File: config.mk
export PLATFORM = sky130hd
export DESIGN_NAME = floor_request_scheduler
export DESIGN_NICKNAME = d
export VERILOG_FILES = /design/src/rtl/floor_request_scheduler.sv
export SDC_FILE = /design/constraint.sdc
export NUM_CORES = 1
export LEC_CHECK = 0
export BUFFER_PORTS_ARGS = -buffer_cell sky130_fd_sc_hd__buf_2
export CORE_ASPECT_RATIO = 0.6
export CORE_UTILIZATION = 40
export DETAILED_ROUTE_END_ITERATION = 8
export PLACE_DENSITY = 0.57
export SYNTH_ARGS = -nofsm -noshare
export SYNTH_HDL_FRONTEND = slang
export SYNTH_SLANG_ARGS = --single-unit
File: constraint.sdc
create_clock -name clk -period 3.45 [get_ports clk]
set_input_delay 0.1725 -clock clk [delete_from_list [all_inputs] [get_ports clk]]
set_output_delay 0.1725 -clock clk [all_outputs]
set_load 0.005 [all_outputs]
File: src/rtl/floor_request_scheduler.sv
// -----------------------------------------------------------------------------
// floor_request_scheduler
//
// Sits between the raw call inputs and the elevator control FSM. It
// synchronizes and debounces the four cabin buttons, latches cabin and hall
// calls into pending registers, and picks the next target floor with a SCAN
// (keep travelling in the same direction) policy.
//
// Ports:
//   clk           system clock, everything on the rising edge
//   reset         synchronous active-high reset, clears all state
//   cab_btn[3:0]  raw cabin buttons (async to clk), bit i = floor i
//   hall_valid    one-cycle pulse qualifying hall_floor / hall_up
//   hall_floor    hall call floor 0..3
//   hall_up       1 = hall call wants to go up, 0 = down
//   current_floor floor the car is at or last passed
//   arrive        one-cycle pulse, car stopped at current_floor
//   req_valid     at least one request is pending (registered)
//   req_floor     selected target floor (registered)
//   req_up        direction of travel toward req_floor (registered)
//   pending_mask  per-floor OR of cabin, hall-up and hall-down pending bits
// -----------------------------------------------------------------------------
module floor_request_scheduler #(
    parameter int DEBOUNCE_CYCLES = 16,
    parameter int CNT_W           = 5
) (
    input  logic       clk,
    input  logic       reset,
    input  logic [3:0] cab_btn,
    input  logic       hall_valid,
    input  logic [1:0] hall_floor,
    input  logic       hall_up,
    input  logic [1:0] current_floor,
    input  logic       arrive,
    output logic       req_valid,
    output logic [1:0] req_floor,
    output logic       req_up,
    output logic [3:0] pending_mask
);

    typedef enum logic [1:0] {
        SCAN_IDLE = 2'd0,
        SCAN_UP   = 2'd1,
        SCAN_DOWN = 2'd2
    } scan_state_t;

    localparam logic [CNT_W-1:0] CNT_MAX = CNT_W'(DEBOUNCE_CYCLES - 1);

    logic [3:0]            sync1_q, sync1_d;
    logic [3:0]            sync2_q, sync2_d;
    logic [3:0]            deb_q, deb_d;
    logic [3:0][CNT_W-1:0] cnt_q, cnt_d;
    logic [3:0]            cab_pend_q, cab_pend_d;
    logic [3:0]            up_pend_q, up_pend_d;
    logic [3:0]            dn_pend_q, dn_pend_d;
    scan_state_t           state_q, state_d;
    logic                  req_valid_q, req_valid_d;
    logic [1:0]            req_floor_q, req_floor_d;
    logic                  req_up_q, req_up_d;

    logic [3:0] cab_rise;
    logic [3:0] hall_up_set;
    logic [3:0] hall_dn_set;
    logic [3:0] clear_mask;
    logic       any_at_or_above;
    logic       any_at_or_below;
    logic [1:0] up_target;
    logic [1:0] dn_target;

    assign pending_mask = cab_pend_q | up_pend_q | dn_pend_q;
    assign req_valid    = req_valid_q;
    assign req_floor    = req_floor_q;
    assign req_up       = req_up_q;

    // Two-flop synchronizer followed by a per-bit debounce counter. The
    // counter only runs while the synced level disagrees with the accepted
    // level, so DEBOUNCE_CYCLES consecutive disagreeing samples flip it.
    always_comb begin
        sync1_d  = cab_btn;
        sync2_d  = sync1_q;
        deb_d    = deb_q;
        cnt_d    = cnt_q;
        cab_rise = '0;
        for (int i = 0; i < 4; i++) begin
            if (sync2_q[i] != deb_q[i]) begin
                if (cnt_q[i] == CNT_MAX) begin
                    deb_d[i]    = ~deb_q[i];
                    cnt_d[i]    = '0;
                    cab_rise[i] = ~deb_q[i];
                end else begin
                    cnt_d[i] = cnt_q[i] + CNT_W'(1);
                end
            end else begin
                cnt_d[i] = '0;
            end
        end
    end

    // Pending request registers. Hall calls that point out of the shaft are
    // dropped. A clear from arrive is applied after the sets, so a call made
    // at the floor whose doors are opening is treated as already served.
    always_comb begin
        hall_up_set = '0;
        hall_dn_set = '0;
        clear_mask  = '0;
        if (hall_valid) begin
            if (hall_up && (hall_floor != 2'd3)) begin
                hall_up_set[hall_floor] = 1'b1;
            end else if (!hall_up && (hall_floor != 2'd0)) begin
                hall_dn_set[hall_floor] = 1'b1;
            end
        end
        if (arrive) begin
            clear_mask[current_floor] = 1'b1;
        end
        cab_pend_d = (cab_pend_q | cab_rise) & ~clear_mask;
        up_pend_d  = (up_pend_q | hall_up_set) & ~clear_mask;
        dn_pend_d  = (dn_pend_q | hall_dn_set) & ~clear_mask;
    end

    // Candidate targets in each direction. The upward scan runs top-down so
    // the last hit is the lowest floor at or above the car; the downward scan
    // runs bottom-up so the last hit is the highest floor at or below it.
    always_comb begin
        any_at_or_above = 1'b0;
        any_at_or_below = 1'b0;
        up_target       = 2'd0;
        dn_target       = 2'd0;
        for (int i = 3; i >= 0; i--) begin
            if (pending_mask[i] && (2'(i) >= current_floor)) begin
                any_at_or_above = 1'b1;
                up_target       = 2'(i);
            end
        end
        for (int i = 0; i < 4; i++) begin
            if (pending_mask[i] && (2'(i) <= current_floor)) begin
                any_at_or_below = 1'b1;
                dn_target       = 2'(i);
            end
        end
    end

    // SCAN next-state and output logic. The outputs follow the next state, so
    // whenever the next state is UP or DOWN a target in that direction is
    // guaranteed to exist; in IDLE nothing is pending and the target holds.
    always_comb begin
        state_d     = state_q;
        req_valid_d = |pending_mask;
        req_floor_d = req_floor_q;
        req_up_d    = req_up_q;
        case (state_q)
            SCAN_IDLE: begin
                if (any_at_or_above) begin
                    state_d = SCAN_UP;
                end else if (any_at_or_below) begin
                    state_d = SCAN_DOWN;
                end
            end
            SCAN_UP: begin
                if (any_at_or_above) begin
                    state_d = SCAN_UP;
                end else if (any_at_or_below) begin
                    state_d = SCAN_DOWN;
                end else begin
                    state_d = SCAN_IDLE;
                end
            end
            SCAN_DOWN: begin
                if (any_at_or_below) begin
                    state_d = SCAN_DOWN;
                end else if (any_at_or_above) begin
                    state_d = SCAN_UP;
                end else begin
                    state_d = SCAN_IDLE;
                end
            end
            default: begin
                state_d = SCAN_IDLE;
            end
        endcase
        if (state_d == SCAN_UP) begin
            req_floor_d = up_target;
            req_up_d    = 1'b1;
        end else if (state_d == SCAN_DOWN) begin
            req_floor_d = dn_target;
            req_up_d    = 1'b0;
        end
    end

    always_ff @(posedge clk) begin
        if (reset) begin
            sync1_q     <= '0;
            sync2_q     <= '0;
            deb_q       <= '0;
            cnt_q       <= '0;
            cab_pend_q  <= '0;
            up_pend_q   <= '0;
            dn_pend_q   <= '0;
            state_q     <= SCAN_IDLE;
            req_valid_q <= 1'b0;
            req_floor_q <= 2'd0;
            req_up_q    <= 1'b0;
        end else begin
            sync1_q     <= sync1_d;
            sync2_q     <= sync2_d;
            deb_q       <= deb_d;
            cnt_q       <= cnt_d;
            cab_pend_q  <= cab_pend_d;
            up_pend_q   <= up_pend_d;
            dn_pend_q   <= dn_pend_d;
            state_q     <= state_d;
            req_valid_q <= req_valid_d;
            req_floor_q <= req_floor_d;
            req_up_q    <= req_up_d;
        end
    end

endmodule

==> results of run 1 <==
## stage by stage
step | total power [uW] | std cells | hold slack, ns
6_report | 1000 | 299 | 0.0874
5_1_grt | 1060 | 299 | 0.0764
4_1_cts | 1020 | 299 | 0.0787
3_5_place_dp | 709 | 292 | 0.386
3_3_place_gp | 710 | 292 | 0.385
2_1_floorplan | 676 | 212 | 0.301
## cells by family (layout without fill, tap and decap cells)
group	after synthesis	after routing	synth area share, %
XOR/XNOR	12	12	5.21
multiplexers	1	1	0.496
buffers and inverters	20	44	3.78
adder cells (fa/ha/maj)	9	9	5.58
flip-flops	50	50	49.6
AO/OA/AOI/OAI	39	39	14.5
AND/OR/NAND/NOR	81	81	20.8
## sequential cells by signal, summed over array words and instances (netlist names)
signal and cells:
cnt_q 20, cab_pend_q 4, deb_q 4, dn_pend_q 4, sync1_q 4, sync2_q 4
up_pend_q 4, req_floor 2, state_q 2, req_up 1, req_valid 1
## layout make-up
type | instances | share of cell area (%)
clock buffers | 7 | 3.38
inverters | 17 | 2.82
multi-input cells | 142 | 41.6
flip-flops and latches | 50 | 44.3
well taps | 63 | 3.49
repair buffers | 20 | 4.43
## layout by cell type (no fill, tap or decap), types with 5 or more instances in the layout
master / netlist / routed
sky130_fd_sc_hd__a21oi_1: 6 / 6
sky130_fd_sc_hd__buf_2: 1 / 20
sky130_fd_sc_hd__clkbuf_8: 0 / 5
sky130_fd_sc_hd__dfxtp_1: 50 / 50
sky130_fd_sc_hd__ha_1: 9 / 9
sky130_fd_sc_hd__inv_1: 17 / 17
sky130_fd_sc_hd__nand2_1: 7 / 7
sky130_fd_sc_hd__nand2b_1: 8 / 8
sky130_fd_sc_hd__nand3_1: 6 / 6
sky130_fd_sc_hd__nor2_1: 32 / 32
sky130_fd_sc_hd__nor2b_1: 10 / 10
sky130_fd_sc_hd__o21a_1: 10 / 10
sky130_fd_sc_hd__xnor2_1: 8 / 8
## worst max-delay path, stage by stage (launching register included)
cell                        delay [ns]
sky130_fd_sc_hd__dfxtp_1          0.32
sky130_fd_sc_hd__nor3_2           0.45
sky130_fd_sc_hd__o21ai_2          0.15
sky130_fd_sc_hd__a2111oi_4        0.38
sky130_fd_sc_hd__o21ai_0          0.13
sky130_fd_sc_hd__ha_1             0.24
sky130_fd_sc_hd__o31a_1           0.14
sky130_fd_sc_hd__a21boi_0         0.13
sky130_fd_sc_hd__o311a_1          0.33
## power by group through the flow
stage	registers, uW	logic, uW	clock network [uW]
after floorplan	614	62.4	0
after global placement	614	95.2	0
after detailed placement	615	94.2	0
after CTS	601	94.4	326
after global routing	604	105	350
final	601	93.6	310
## metal layers
metal / track usage [%] / routed length [um] / up-vias
li1: - / - / 765
met1: 21.8 / 1960 / 640
met2: 19.3 / 1290 / 24
met3: 4.80 / 198 / 2
met4: 5.49 / 22 / 0
met5: 0 / 0 / -
## worst paths after layout
check	from	endpoint	slack (ns)	cells after the start
setup / recovery	cab_pend_q[0]	req_floor[0]	1.07	8
hold / removal	cab_btn[1]	sync1_q[1]	0.09	2
setup reg to reg	cab_pend_q[0]	req_floor[0]	1.07	8
hold reg to reg	sync1_q[2]	sync2_q[2]	0.44	1
==> flow_summary.yaml, run 1 <==
power:
  intPower_uw: 775
  p_sw_uw: 229
  power.share.combinational_pct: 9.3
  ir_worst_vdd_v: 0.000214
  seq_power_share_pct: 59.8
  clock_power_share_pct: 30.9
  power.share.switching_pct: 22.8
  leakage_power_uw: 0.000942
  powerDensity_nw_per_um2: 444
synthesis:
  async_flop_share_pct: 0
  yosys_register_bits: 50
  synth-edff-count: 0
  mean_post_synth_cell_area_um2: 9.51
  netlist_instances: 212
  synth_commonest_cells: "sky130_fd_sc_hd__dfxtp_1, sky130_fd_sc_hd__nor2_1, sky130_fd_sc_hd__inv_1, sky130_fd_sc_hd__nor2b_1, sky130_fd_sc_hd__o21a_1"
  synth_ff_type: "sky130_fd_sc_hd__dfxtp_1"
  syn_nets: 234
  synth.most_common_cell: "sky130_fd_sc_hd__dfxtp_1"
  area_share_of_the_leading_cell_type_in_the_synthesized_netlist_pct: 49.6
  synth.yosys.seq_area_share_pct: 49.6
  largest_area_contributor_in_the_synthesized_netlist: "sky130_fd_sc_hd__dfxtp_1"
  synth_area_leaders: "sky130_fd_sc_hd__dfxtp_1, sky130_fd_sc_hd__nor2_1, sky130_fd_sc_hd__ha_1"
  synth_area_um2: 2020
  synth_cell_types: 35
  synth-warning-count: 0
drt:
  drt_drc_violations_left: 0
  route.vias.total: 1431
  detail_route.wirelength_mm: 3.47
  firstDrtPassIters: 4
  via_density: 4.79
  final_antenna_net_count: 0
  detail_routed_net_length_per_standard_cell_um: 11.6
  drtIter0Drc: 44
clocking:
  clk-insertion-delay-late_ns: 0.29
  clk_pin_slew_worst_paths_ns: 0.08
  number_of_buffers_inserted_during_clock_tree_synthesis: 5
  clock_sink_count: 50
  cts-root-buf: "sky130_fd_sc_hd__clkbuf_8"
  clock_tree.buffer_depth: 2
  cts.repair.resized: 0
  htree_num_levels: 2
  cts_setup_buffers: 0
  hold_buffers: 0
  tritoncts: "done"
sta:
  final_count_of_pins_violating_max_slew: 0
  report.final.setup_viol: 0
  fin_crit_ns: 2.38
  clock-skew-final_ns: 0.00482
  tightest_slew_ns: 0.504
  setup_ws_ns: 1.07
  clock.fmax_mhz: 421
  tns_ns: 0
  grt_setup_unrepaired: "false"
  maxSlewHeadroom_pct: 66.2
  finalHoldViolCount: 0
  timing.final.crit_share_pct: 68.9
worst_setup_path:
  worstPathArrival_ns: 2.56
  criticalPathCategory: "flip-flop to flip-flop"
  setup.worst_path.end_class: "flip-flop"
  critical_path_data_required_time_ns: 3.63
  timing.critical_path.fanout_max: 6
  timing.critical_path.from_type: "flip-flop"
global_route:
  grt_remaining_overflow: 0
  wire_length_of_the_first_global_routing_pass_mm: 5.99
  grt_max_degree: 26
  global_route.usage.total_pct: 14.6
  grt_antenna_before_repair: 0
  grt_pass1_vias: 1324
worst_hold_path:
  holdCritPathClass: "primary input to flip-flop"
die:
  dieWidth_um: 93.7
  die-area_um2: 5340
  fp.coreArea_um2: 4710
  start_util_pct: 42.8
  floorplan_die_height_um: 57.0
  floorplan.io_pins: 21
  rows: 19
final_layout:
  final_util_pct: 48.0
  stdcell_area_um2: 2260
  n_antenna_cell: 0
  total_area_of_multi_input_combinational_cells_um2: 940
  design.final.nets: 258
  fill_cell_total_of_the_finished_layout: 460
  layout-area-overhead-vs-synth_pct: 12.0
  area.sequential_um2: 1000
  drive_gt1_share_pct: 13.1
status:
  run_status: "completed"
placement:
  preCtsSetupSlack_ns: 1.08
  port_buffers: 20
  hpwl_after_dpl_mm: 2.65
  dpl_cell_area_um2: 2180
  routabilityCongestion: 0.782
flow_run:
  cap_violations: 0
Note: power is estimated with default switching activity, not from simulation.
==> run 2, diff against run 1 <==
- ABC_AREA: default -> 1
- PLACE_DENSITY: 0.57 -> 0.59
- clock period: 3.45 -> 1.93 ns (I/O delays scaled with it)
==> flow_summary.yaml, run 2 <==
global_route:
  grt_antenna_before_repair: 0
  grt_max_degree: 16
  global_route.usage.total_pct: 15.3
  grt_pass1_vias: 1366
  wire_length_of_the_first_global_routing_pass_mm: 6.17
  grt_remaining_overflow: 0
worst_setup_path:
  reg2reg_from: "cab_pend_q[1]"
  critical_path_data_required_time_ns: 2.13
  reg2reg_slack_ns: 0.24
  timing.critical_path.from_type: "flip-flop"
  criticalPathCategory: "flip-flop to flip-flop"
  reg2reg_to: "req_floor[0]"
  setup.worst_path.end_class: "flip-flop"
  ff2ff_path_depth: 15
  worstPathArrival_ns: 1.89
  timing.critical_path.fanout_max: 4
power:
  power.share.combinational_pct: 8.6
  ir_worst_vdd_v: 0.000408
  intPower_uw: 1490
  seq_power_share_pct: 55.5
  p_total_uw: 1940
  power.share.switching_pct: 23.2
  clock_power_share_pct: 35.9
  leakage_power_uw: 0.00104
  powerDensity_nw_per_um2: 824
  p_sw_uw: 450
clocking:
  tritoncts: "done"
  number_of_buffers_inserted_during_clock_tree_synthesis: 5
  clock_tree.buffer_depth: 2
  clk_pin_slew_worst_paths_ns: 0.09
  cts-root-buf: "sky130_fd_sc_hd__clkbuf_8"
  clock_sink_count: 50
  htree_num_levels: 2
  clk-insertion-delay-late_ns: 0.30
die:
  die-area_um2: 5370
  rows: 19
  dieWidth_um: 93.9
  start_util_pct: 42.9
  fp.coreArea_um2: 4730
  floorplan.io_pins: 21
  floorplan_die_height_um: 57.2
drt:
  drt_drc_violations_left: 0
  detail_route.wirelength_mm: 3.53
  final_antenna_net_count: 0
  via_density: 4.32
  route.vias.total: 1520
  detail_routed_net_length_per_standard_cell_um: 10.0
  firstDrtPassIters: 4
  drtIter0Drc: 51
synthesis:
  synth_ff_type: "sky130_fd_sc_hd__dfxtp_1"
  synth_xor_xnor_area_share_pct: 2.16
  async_flop_share_pct: 0
  synth.most_common_cell: "sky130_fd_sc_hd__nor2_1"
  synth_area_um2: 2030
  largest_area_contributor_in_the_synthesized_netlist: "sky130_fd_sc_hd__dfxtp_1"
  yosys_register_bits: 50
  netlist_instances: 260
  synth-edff-count: 0
  adder_cell_area_share_of_the_yosys_netlist_pct: 5.55
  mean_post_synth_cell_area_um2: 7.80
  synth.yosys.seq_area_share_pct: 49.4
  synth_area_in_simple_gates_pct: 23.7
  synth-warning-count: 0
  synth_cell_types: 24
  largest_family_of_logic_cells_by_synthesized_area: "simple AND/OR/NAND/NOR gates"
  syn_nets: 282
  synth_commonest_cells: "sky130_fd_sc_hd__nor2_1, sky130_fd_sc_hd__dfxtp_1, sky130_fd_sc_hd__inv_1, sky130_fd_sc_hd__nand2_1, sky130_fd_sc_hd__a21oi_1"
  synth_compound_gate_area_share_pct: 9.93
  area_share_of_the_leading_cell_type_in_the_synthesized_netlist_pct: 49.4
  synth_area_leaders: "sky130_fd_sc_hd__dfxtp_1, sky130_fd_sc_hd__nor2_1, sky130_fd_sc_hd__inv_1"
  synth.area.mux_share_pct: 0
final_layout:
  fill_cell_total_of_the_finished_layout: 475
  largest_register_ff_count: 20
  layout-area-overhead-vs-synth_pct: 16.1
  most-common-layout-cells: "sky130_fd_sc_hd__nor2_1, sky130_fd_sc_hd__dfxtp_1, sky130_fd_sc_hd__inv_1"
  largest_register: "cnt_q"
  stdcell_area_um2: 2350
  total_area_of_multi_input_combinational_cells_um2: 852
  drive_gt1_share_pct: 15.2
  n_antenna_cell: 0
  commonest_non_fill_non_tap_cell_in_the_layout: "sky130_fd_sc_hd__nor2_1"
  design.final.nets: 310
  area.sequential_um2: 1000
placement:
  port_buffers: 20
  routabilityCongestion: 0.832
  dpl_cell_area_um2: 2190
  hpwl_after_dpl_mm: 2.64
  preCtsSetupSlack_ns: 0.201
sta:
  report.final.setup_viol: 0
  finalHoldViolCount: 0
  final_count_of_pins_violating_max_slew: 0
  finalHoldWorstSlack_ns: 0.0994
  grt_setup_unrepaired: "false"
  setup_ws_ns: 0.236
  tns_ns: 0
  clock.fmax_mhz: 590
  maxSlewHeadroom_pct: 74.4
  fin_crit_ns: 1.69
  timing.final.crit_share_pct: 87.8
  clock-skew-final_ns: 0.00360
  tightest_slew_ns: 0.380
worst_hold_path:
  min-delay-start: "hall_floor[0]"
  worst_hold_path.num_cells: 4
  hold_path_end: "dn_pend_q[2]"
  holdCritPathClass: "primary input to flip-flop"
flow_run:
  cap_violations: 0
status:
  run_status: "completed"
[run 2: cell count changes in the layout (fill, tap and decap cells not counted), sizes merged, moves of 10 or more]
| cell | delta |
|---|---|
| a21oi | +15 |
| inv | +29 |
| nand2 | +31 |
| nor2 | +22 |
| nor2b | -10 |
| o21a | -10 |
[run 2: kinds of logic (layout without fill, tap and decap cells)]
family | after synthesis | after routing
adder cells (fa/ha/maj) | 9 | 9
flip-flops | 50 | 50
XOR/XNOR | 5 | 5
buffers and inverters | 49 | 78
AND/OR/NAND/NOR | 111 | 111
AO/OA/AOI/OAI | 36 | 36
[run 2: critical path, cell delays in order (launching register included)]
cell                      delay, ns
sky130_fd_sc_hd__dfxtp_1       0.34
sky130_fd_sc_hd__nor2_4        0.13
sky130_fd_sc_hd__nand2_2       0.08
sky130_fd_sc_hd__nand2_2       0.10
sky130_fd_sc_hd__nand2_1       0.09
sky130_fd_sc_hd__nor2_1        0.09
sky130_fd_sc_hd__nor2_1        0.04
sky130_fd_sc_hd__nand2_1       0.08
sky130_fd_sc_hd__inv_1         0.05
sky130_fd_sc_hd__ha_1          0.21
sky130_fd_sc_hd__inv_1         0.11
sky130_fd_sc_hd__a21oi_2       0.05
sky130_fd_sc_hd__nand2_1       0.07
sky130_fd_sc_hd__nand2_1       0.04
sky130_fd_sc_hd__nor2_1        0.08
sky130_fd_sc_hd__nor2_1        0.04
[run 2: worst max path at each step]
stage | cells after the start | end | slack, ns | startpoint
2_1_floorplan | 13 | req_floor[0] | 0.36 | cab_pend_q[1]
3_3_place_gp | 12 | req_up | 0.15 | cab_pend_q[1]
3_5_place_dp | 13 | req_floor[0] | 0.20 | cab_pend_q[1]
4_1_cts | 13 | req_floor[0] | 0.18 | cab_pend_q[1]
5_1_grt | 15 | req_floor[0] | 0.003 | up_pend_q[3]
6_report | 15 | req_floor[0] | 0.24 | cab_pend_q[1]
[run 2: power by group through the flow]
stage / clock network, uW / logic (uW) / registers (uW)
CTS: 717 / 164 / 1080
global route: 765 / 194 / 1080
global placement: 0 / 158 / 1100
detailed placement: 0 / 157 / 1100
finish: 697 / 167 / 1080
floorplan: 0 / 101 / 1100
[run 2: timing repair]
item / in CTS / in global routing
buffers inserted: 0 / 0
setup endpoints to repair: 0 / 3
endpoints found under the hold margin: 4 / 0
gates resized for setup: 0 / 5
hold buffers: 4 / 0
[run 2: layout make-up]
type	count	share of cell area, %
tap	63	3.35
multi-input combinational	161	36.2
clock buffer	8	4.68
timing repair buffer	24	5.95
inverter	46	7.33
sequential	50	42.5
[run 2: layer usage]
layer / routed length, um / track usage (%)
met3: 163 / 4.80
met4: 67 / 7.25
met2: 1210 / 18.8
met5: 0 / 0
met1: 2100 / 23.6
[run 2: through the flow]
stage / std cells / utilization [%]
2_1_floorplan: 260 / -
3_3_place_gp: 340 / 46.3
3_5_place_dp: 340 / 46.3
4_1_cts: 352 / 49.5
5_1_grt: 352 / 49.8
6_report: 352 / 49.8
==> run 3, diff against run 2 <==
- CELL_PAD_IN_SITES_DETAIL_PLACEMENT: default -> 1
- CELL_PAD_IN_SITES_GLOBAL_PLACEMENT: default -> 1
- PLACE_DENSITY: 0.59 -> 0.76
- clock period: 1.93 -> 1.65 ns (I/O delays scaled with it)
==> flow_summary.yaml, run 3 (synthesis gave the netlist of run 2 again) <==
final_layout:
  most-common-layout-cells: "sky130_fd_sc_hd__nor2_1, sky130_fd_sc_hd__inv_1, sky130_fd_sc_hd__dfxtp_1"
  commonest_non_fill_non_tap_cell_in_the_layout: "sky130_fd_sc_hd__nor2_1"
  layoutNonFillerInstCount: 375
  design.final.nets: 334
  n_antenna_cell: 0
  fill_cell_total_of_the_finished_layout: 593
  largest_register_ff_count: 20
  largest_register: "cnt_q"
  drive_gt1_share_pct: 33.0
  layout-area-overhead-vs-synth_pct: 30.8
sta:
  fin_crit_ns: 1.67
  tightest_slew_ns: 0.382
  grt_setup_unrepaired: "true"
  finalHoldViolCount: 0
  clock.fmax_mhz: 598
  clock-skew-final_ns: 0.0111
  timing.final.crit_share_pct: 101
  report.final.setup_viol: 2
  final_count_of_pins_violating_max_slew: 0
  maxSlewHeadroom_pct: 74.3
  setup_ws_ns: -0.0234
worst_setup_path:
  timing.critical_path.fanout_max: 5
  criticalPathCategory: "flip-flop to flip-flop"
  crit_buf_inv: 2
  worstPathArrival_ns: 1.87
  cpLargestDelayFamily: "simple AND/OR/NAND/NOR gates"
  critical-path-max-stage-delay_ns: 0.35
  critical_path_data_required_time_ns: 1.85
  ff2ff_path_depth: 13
  critical_path_cell_count: 13
  timing.critical_path.from_type: "flip-flop"
  setup.worst_path.end_class: "flip-flop"
  crit_path_cell_trace: "nor2_4 > nand2_2 > nand2_2 > nand2_2 > nor2_2 > nor2_2 > nand2_2 > inv_2 > ha_4 > inv_2 > nand2_1 > nor2_1 > nor2_1"
  crit_path_frequent_cell: "sky130_fd_sc_hd__nand2_2"
  timing.critical_path.slowest_stage_cell: "sky130_fd_sc_hd__dfxtp_2"
drt:
  drt_drc_violations_left: 0
  firstDrtPassIters: 4
  detail_route.wirelength_mm: 5.33
  route.vias.total: 1782
  final_antenna_net_count: 0
  via_density: 4.75
  drtIter0Drc: 56
  detail_routed_net_length_per_standard_cell_um: 14.2
power:
  powerDensity_nw_per_um2: 920
  ir_worst_vdd_v: 0.000385
  p_total_uw: 2440
  leakage_power_uw: 0.00118
global_route:
  grt_antenna_before_repair: 0
  grt_pass1_vias: 1829
  global_route.usage.total_pct: 19.7
  grt_remaining_overflow: 0
  wire_length_of_the_first_global_routing_pass_mm: 8.16
  grt_max_degree: 16
placement:
  placed_cells: 351
  port_buffers: 20
  hpwl_after_dpl_mm: 3.36
  preCtsSetupSlack_ns: -0.122
  routabilityCongestion: 0.769
die:
  rows: 19
  start_util_pct: 42.9
  floorplan_die_height_um: 57.2
  floorplan.io_pins: 21
  fp.coreArea_um2: 4730
  die-area_um2: 5370
  dieWidth_um: 93.9
worst_hold_path:
  worst_hold_path.num_cells: 3
  holdCritPathClass: "primary input to flip-flop"
clocking:
  clock_tree.buffer_depth: 2
  clk-insertion-delay-late_ns: 0.31
  tritoncts: "done"
  number_of_buffers_inserted_during_clock_tree_synthesis: 5
  htree_num_levels: 2
  cts-root-buf: "sky130_fd_sc_hd__clkbuf_8"
  clk_pin_slew_worst_paths_ns: 0.10
  clock_sink_count: 50
flow_run:
  cap_violations: 0
status:
  run_status: "finished with violations"
  violations: "setup timing"
## run 3: power by group
part | switching (uW) | internal (uW) | total, uW
logic | 162 | 129 | 292
clock network | 402 | 486 | 888
registers | 19.2 | 1240 | 1260
## run 3: final cells by class
| cell class | count | area, um^2 | area share (%) |
|---|---|---|---|
| multi-input combinational | 161 | 962 | 36.3 |
| sequential | 50 | 1010 | 38.1 |
| tap | 63 | 78.8 | 2.97 |
| clock inverter | 1 | 30.0 | 1.13 |
| timing repair buffer | 48 | 315 | 11.9 |
| clock buffer | 6 | 82.6 | 3.11 |
| inverter | 46 | 173 | 6.51 |
## run 3: path summary, 6_finish.rpt
check,from,end,slack (ns)
max,cab_pend_q[1],req_floor[0],-0.02
min,cab_btn[2],sync1_q[2],0.007
max reg2reg,cab_pend_q[1],req_floor[0],-0.02
min reg2reg,sync1_q[3],sync2_q[3],0.41
## run 3: routing by layer
| metal | track usage [%] | part of all wire [%] | wire [um] | vias to the layer above |
|---|---|---|---|---|
| li1 | - | - | - | 909 |
| met1 | 25.7 | 48 | 2560 | 841 |
| met2 | 33.5 | 48 | 2560 | 26 |
| met3 | 5.07 | 2.9 | 152 | 6 |
| met4 | 3.96 | 0.98 | 52 | 0 |
| met5 | 0 | 0 | 0 | - |
## run 3: tightest hold or removal path, delay by kind of cell
kind / cells / cell delay (ns)
and+or+nand+nor: 1 / 0.07
buffers and inverters: 2 / 0.11
## run 3: stage by stage
stage | setup TNS, ns | hold WS, ns | util [%] | instance area (um^2)
global placement | -0.0399 | 0.284 | 48.1 | 2270
floorplan | 0 | 0.152 | - | 2030
finish | -0.0310 | 0.00742 | 56.1 | 2650
CTS | -0.0109 | 0.00545 | 53.7 | 2540
global route | -0.311 | 0.0122 | 56.1 | 2650
detailed placement | -0.340 | 0.302 | 48.1 | 2270
## run 3: what timing repair did
item                                    CTS  global route
hold endpoints to repair                  2             0
buffers inserted                         11             4
pin swaps                                13            14
resized for setup                        24            27
hold buffers                              2             0
endpoints found under the setup margin    3             5
